<file path="src/rtl/config_chain_pkg.sv">
// Shared definitions for the configuration-chain loader: FSM states and
// default geometry of the chain and of one bitstream word.
package config_chain_pkg;

  localparam int DEF_CHAIN_LEN = 16;
  localparam int DEF_WORD_W    = 8;

  typedef enum logic [1:0] {
    IDLE  = 2'd0,
    LOAD  = 2'd1,
    SHIFT = 2'd2,
    DONE  = 2'd3
  } state_e;

endpackage : config_chain_pkg

</file>
<file path="src/rtl/ccff_word_shifter.sv">
// Word buffer plus the two down-counters that pace serialisation: bits left in
// the whole chain and bits left in the current word.
module ccff_word_shifter #(
  parameter int CHAIN_LEN = 16,
  parameter int WORD_W    = 8
) (
  input  logic              clk,
  input  logic              rst_n,
  input  logic              init_i,
  input  logic              load_i,
  input  logic              shift_i,
  input  logic [WORD_W-1:0] word_i,
  output logic              head_o,
  output logic              word_last_o,
  output logic              chain_last_o
);

  localparam int CNT_W = $clog2(CHAIN_LEN + 1);
  localparam int BIT_W = $clog2(WORD_W + 1);

  logic [WORD_W-1:0] buf_q, buf_d;
  logic [CNT_W-1:0]  remain_q, remain_d;
  logic [BIT_W-1:0]  bits_q, bits_d;

  always_comb begin
    buf_d    = buf_q;
    remain_d = remain_q;
    bits_d   = bits_q;
    if (init_i) begin
      remain_d = CNT_W'(CHAIN_LEN);
    end
    if (load_i) begin
      buf_d  = word_i;
      bits_d = BIT_W'(WORD_W);
    end
    if (shift_i) begin
      buf_d = buf_q >> 1;
      // Both counters saturate at zero so neither can wrap.
      if (remain_q != '0) remain_d = remain_q - CNT_W'(1);
      if (bits_q != '0)   bits_d   = bits_q - BIT_W'(1);
    end
  end

  // NOTE: the buffer is a handful of flops, not a RAM, so it takes the async
  // reset along with the counters and powers up to a known all-zero value.
  always_ff @(posedge clk or negedge rst_n) begin
    if (!rst_n) begin
      buf_q    <= '0;
      remain_q <= '0;
      bits_q   <= '0;
    end else begin
      buf_q    <= buf_d;
      remain_q <= remain_d;
      bits_q   <= bits_d;
    end
  end

  assign head_o       = buf_q[0];
  // A word ends either when its own bits run out or when the chain is full;
  // upper bits of a final partial word are simply never shifted.
  assign word_last_o  = (bits_q == BIT_W'(1));
  assign chain_last_o = (remain_q == CNT_W'(1));

endmodule : ccff_word_shifter

</file>
<file path="src/rtl/config_chain_ctrl.sv">
// Serial configuration-chain loader: pulls bitstream words over a valid/ready
// handshake and shifts them LSB-first into the chain, reporting load parity.
module config_chain_ctrl
  import config_chain_pkg::*;
#(
  parameter int CHAIN_LEN = DEF_CHAIN_LEN,
  parameter int WORD_W    = DEF_WORD_W
) (
  input  logic              clk,
  input  logic              rst_n,
  input  logic              start,
  input  logic              abort,
  input  logic              word_valid,
  input  logic [WORD_W-1:0] word_data,
  output logic              word_ready,
  output logic              ccff_head,
  output logic              ccff_en,
  output logic              busy,
  output logic              done,
  output logic              parity
);

  state_e state_q, state_d;
  logic   run_par_q, run_par_d;
  logic   parity_q, parity_d;
  logic   head, word_last, chain_last;
  logic   init, accept, shift_en;

  assign init     = (state_q == IDLE) && start && !abort;
  assign accept   = (state_q == LOAD) && word_valid && !abort;
  assign shift_en = (state_q == SHIFT) && !abort;

  ccff_word_shifter #(
    .CHAIN_LEN(CHAIN_LEN),
    .WORD_W   (WORD_W)
  ) u_shifter (
    .clk         (clk),
    .rst_n       (rst_n),
    .init_i      (init),
    .load_i      (accept),
    .shift_i     (shift_en),
    .word_i      (word_data),
    .head_o      (head),
    .word_last_o (word_last),
    .chain_last_o(chain_last)
  );

  always_comb begin
    // NOTE: every variable gets its hold value first so no path through the
    // case below can leave one unassigned and infer a latch.
    state_d   = state_q;
    run_par_d = run_par_q;
    parity_d  = parity_q;
    unique case (state_q)
      IDLE: begin
        if (init) begin
          state_d   = LOAD;
          run_par_d = 1'b0;
        end
      end
      LOAD: begin
        if (abort)           state_d = IDLE;
        else if (word_valid) state_d = SHIFT;
      end
      SHIFT: begin
        if (abort) begin
          state_d = IDLE;
        end else begin
          run_par_d = run_par_q ^ head;
          if (chain_last)     state_d = DONE;
          else if (word_last) state_d = LOAD;
        end
      end
      DONE: begin
        state_d = IDLE;
        if (!abort) parity_d = run_par_q;
      end
      default: state_d = IDLE;
    endcase
  end

  // NOTE: state registers use non-blocking assignments so every flop samples
  // its pre-edge value, independent of statement order.
  always_ff @(posedge clk or negedge rst_n) begin
    if (!rst_n) begin
      state_q   <= IDLE;
      run_par_q <= 1'b0;
      parity_q  <= 1'b0;
    end else begin
      state_q   <= state_d;
      run_par_q <= run_par_d;
      parity_q  <= parity_d;
    end
  end

  assign word_ready = (state_q == LOAD);
  assign ccff_en    = (state_q == SHIFT);
  assign ccff_head  = ccff_en & head;
  assign busy       = (state_q != IDLE);
  assign done       = (state_q == DONE);
  assign parity     = parity_q;

endmodule : config_chain_ctrl
</file>
<file path="config.mk">
export PLATFORM = sky130hd
export DESIGN_NAME = config_chain_ctrl
export DESIGN_NICKNAME = d
export VERILOG_FILES = /design/src/rtl/config_chain_pkg.sv /design/src/rtl/ccff_word_shifter.sv /design/src/rtl/config_chain_ctrl.sv
export SDC_FILE = /design/constraint.sdc
export NUM_CORES = 1
export LEC_CHECK = 0
export ABC_AREA = 1
export CORE_ASPECT_RATIO = 1.4
export CORE_MARGIN = 1
export CORE_UTILIZATION = 53
export DETAILED_ROUTE_END_ITERATION = 16
export MAX_ROUTING_LAYER = met4
export PLACE_DENSITY = 0.78
export SLEW_MARGIN = 20
export SYNTH_ARGS = -nofsm -noshare
export SYNTH_HDL_FRONTEND = slang
export SYNTH_SLANG_ARGS = --single-unit
</file>
<file path="constraint.sdc">
create_clock -name clk -period 1.5 [get_ports clk]
set_input_delay 0.15 -clock clk [delete_from_list [all_inputs] [get_ports clk]]
set_output_delay 0.15 -clock clk [all_outputs]
set_load 0.005 [all_outputs]
</file>
==> flow_summary.ini, run 1 <==
[status]
outcome = complete, no violations

[power]
leakagePower_nw = 0.808
ir_drop_uv = 908
power.density_nw_per_um2 = 1630

[grt]
track_usage_pct = 24.0
antenna_found_initial = 0
grt_overflow = 0
grt_pass1_wl_um = 4530
grt_start_max_net_pins = 22
grt_pass1_vias = 1072

[sta]
slew_viol_final = 0
setup_ws_ns = 0.0345
finalHoldViolCount = 0
hold_slack_ns = 0.169
setup_viol_count_final = 0
min_period_ns = 1.47
tightest_slew_ns = 0.272
rsz0062_at_grt = true
timing.final.crit_share_pct = 97.7
setup_tns_ns = 0
fin_skew_ns = 0.0102
max_slew_margin_pct = 81.9
max_freq_mhz = 682

[critical_path]
critPathBufInv = 3
worstPathCellList = buf_4, inv_4, nand2_2, nor2_1, clkdlybuf4s15_2
crit_type = reg -> out
required_ns = 1.35
rr_startpoint = state_q[1]
cpMaxStageDelayCell = dfrtp_2
critPathLaunchType = register
reg2regPathDepth = 8
cpPeakStageDelay_ns = 0.44
crit_family = flip-flops
reg2reg_slack_ns = 0.10
cp.arrival_ns = 1.32
endpoint_kind = primary output
r2r_end = u_shifter.buf_q[2]
critPathMaxFanout = 3

[cts]
clk_path_buf_depth = 2
cts_tree = done
clock_latency_ns = 0.31
clock-sinks = 21
hold_buffers = 0
clk_pin_slew_ns = 0.13
cts_max_level = 1
cts_root_buf = clkbuf_4
cts_made_buffers = 3

[finish]
n_antenna_cell = 0
final_common_cell = nand2_1
final_net_count = 214
drive_above_1_share_pct = 14.9
final_cells = 217
filler_cell_count = 189
final_cell_mix = nand2_1 (63), inv_1 (21), dfrtp_1 (19)
area_growth_pct = 22.4

[die]
dieArea_um2 = 2580
io_pins = 19
die_h_um = 59.7
core.rowCount = 20
start_util_pct = 57.2
die_w_um = 43.2
core_um2 = 2200

[yosys]
avgSynthCellArea_um2 = 7.49
seq_area_frac_synth_pct = 41.7
synth_nets = 186
synth_cell_types = 20
synthCells = 168
ys_warn_count = 0
synth-seq-cells = 21
syn_area_um2 = 1260

[detailed_routing]
drt_iter0_drc = 24
drc_errors = 0
wire_per_inst_um = 12.1
first_pass_iters = 4
via_count = 1109
antenna_left = 0
totalWireLength_um = 2630
viasPerCell = 5.11

[placement]
hpwlAfterDp_um = 1950
pre_cts_slack_ns = 0.0678
dp.cells = 208
place.gp.congestion = 0.837
io_buffer_count = 18

[worst_hold_path]
min_path_type = in -> async

[flow_run]
drv_cap = 0
-- where the power goes --
group          internal (mW)  switching [mW]
Combinational          0.529           0.722
Clock                 0.0996           0.183
Sequential             0.804           0.179
-- final cells by class --
| type | instances | area, um2 | area share, % |
|---|---|---|---|
| inverter | 24 | 92.6 | 6.01 |
| clock buffer | 3 | 22.5 | 1.46 |
| multi-input combinational | 121 | 636 | 41.3 |
| timing repair buffer | 25 | 229 | 14.9 |
| sequential | 21 | 528 | 34.3 |
| tap | 22 | 27.5 | 1.79 |
| clock inverter | 1 | 5.00 | 0.325 |
-- worst max-delay path by stage --
stage | from | depth (start not counted) | slack (ns) | endpoint
3_5_place_dp | abort | 7 | 0.07 | u_shifter.buf_q[2]
4_1_cts | state_q[0] | 5 | 0.0008 | ccff_head
2_1_floorplan | u_shifter.bits_q[0] | 6 | 0.25 | u_shifter.bits_q[0]
6_report | state_q[0] | 5 | 0.03 | ccff_head
5_1_grt | state_q[0] | 5 | -0.02 | ccff_head
3_3_place_gp | abort | 7 | 0.13 | u_shifter.buf_q[0]
-- registers in the layout, summed over array words and instances, names as in the netlist --
| name | cells |
|---|---|
| state_q | 2 |
| u_shifter.remain_q | 5 |
| parity | 1 |
| u_shifter.buf_q | 8 |
| u_shifter.bits_q | 4 |
| run_par_q | 1 |
-- timing repair --
| item | CTS | global route |
|---|---|---|
| resized for setup | 12 | 2 |
| setup buffers | 4 | 1 |
| setup endpoints to repair | 5 | 2 |
| pin swaps | 2 | 0 |
-- cells in the mapped netlist (all sizes together) --
| library cell | number | area share [%] |
|---|---|---|
| nor2 | 12 | 6.0 |
| a21oi | 1 | 0.40 |
| buf | 2 | 1.8 |
| nand4 | 2 | 0.99 |
| nand2 | 67 | 21 |
| ha | 5 | 5.0 |
| o21ai | 16 | 6.7 |
| nor3 | 1 | 0.40 |
| dfrtp | 21 | 42 |
| nand3 | 14 | 6.6 |
| xor2 | 2 | 1.4 |
| nor3b | 1 | 0.60 |
| inv | 24 | 7.2 |
-- routing by layer --
layer | track usage [%] | share of wire, %
met1 | 27.8 | 44
met2 | 42.2 | 54
met3 | 2.11 | 1.4
met4 | 9.96 | 1.5
met5 | - | 0
-- logic make-up after synthesis --
group	synth area share, %
xor gates and xnor gates	1.39
DFF	41.7
adders and majority gates	4.97
buffers and inverters	8.95
AOI/OAI and AO/OA	7.06
and+or+nand+nor	35.9
-- stage by stage --
stage	cell area (um2)	total power [mW]	utilization, %
finish	1540	2.52	69.9
global route	1540	2.74	69.9
CTS	1530	2.48	69.3
detailed placement	1460	2.12	66.3
global placement	1460	2.06	66.3
floorplan	1260	1.77	-
(Power assumes the default switching activity.)
==> inputs of run 2 (changes only) <==
- SLEW_MARGIN: 20 -> 40
==> results of run 2 <==
Same layout as run 1: the final DEF is identical, and so are final timing and power.
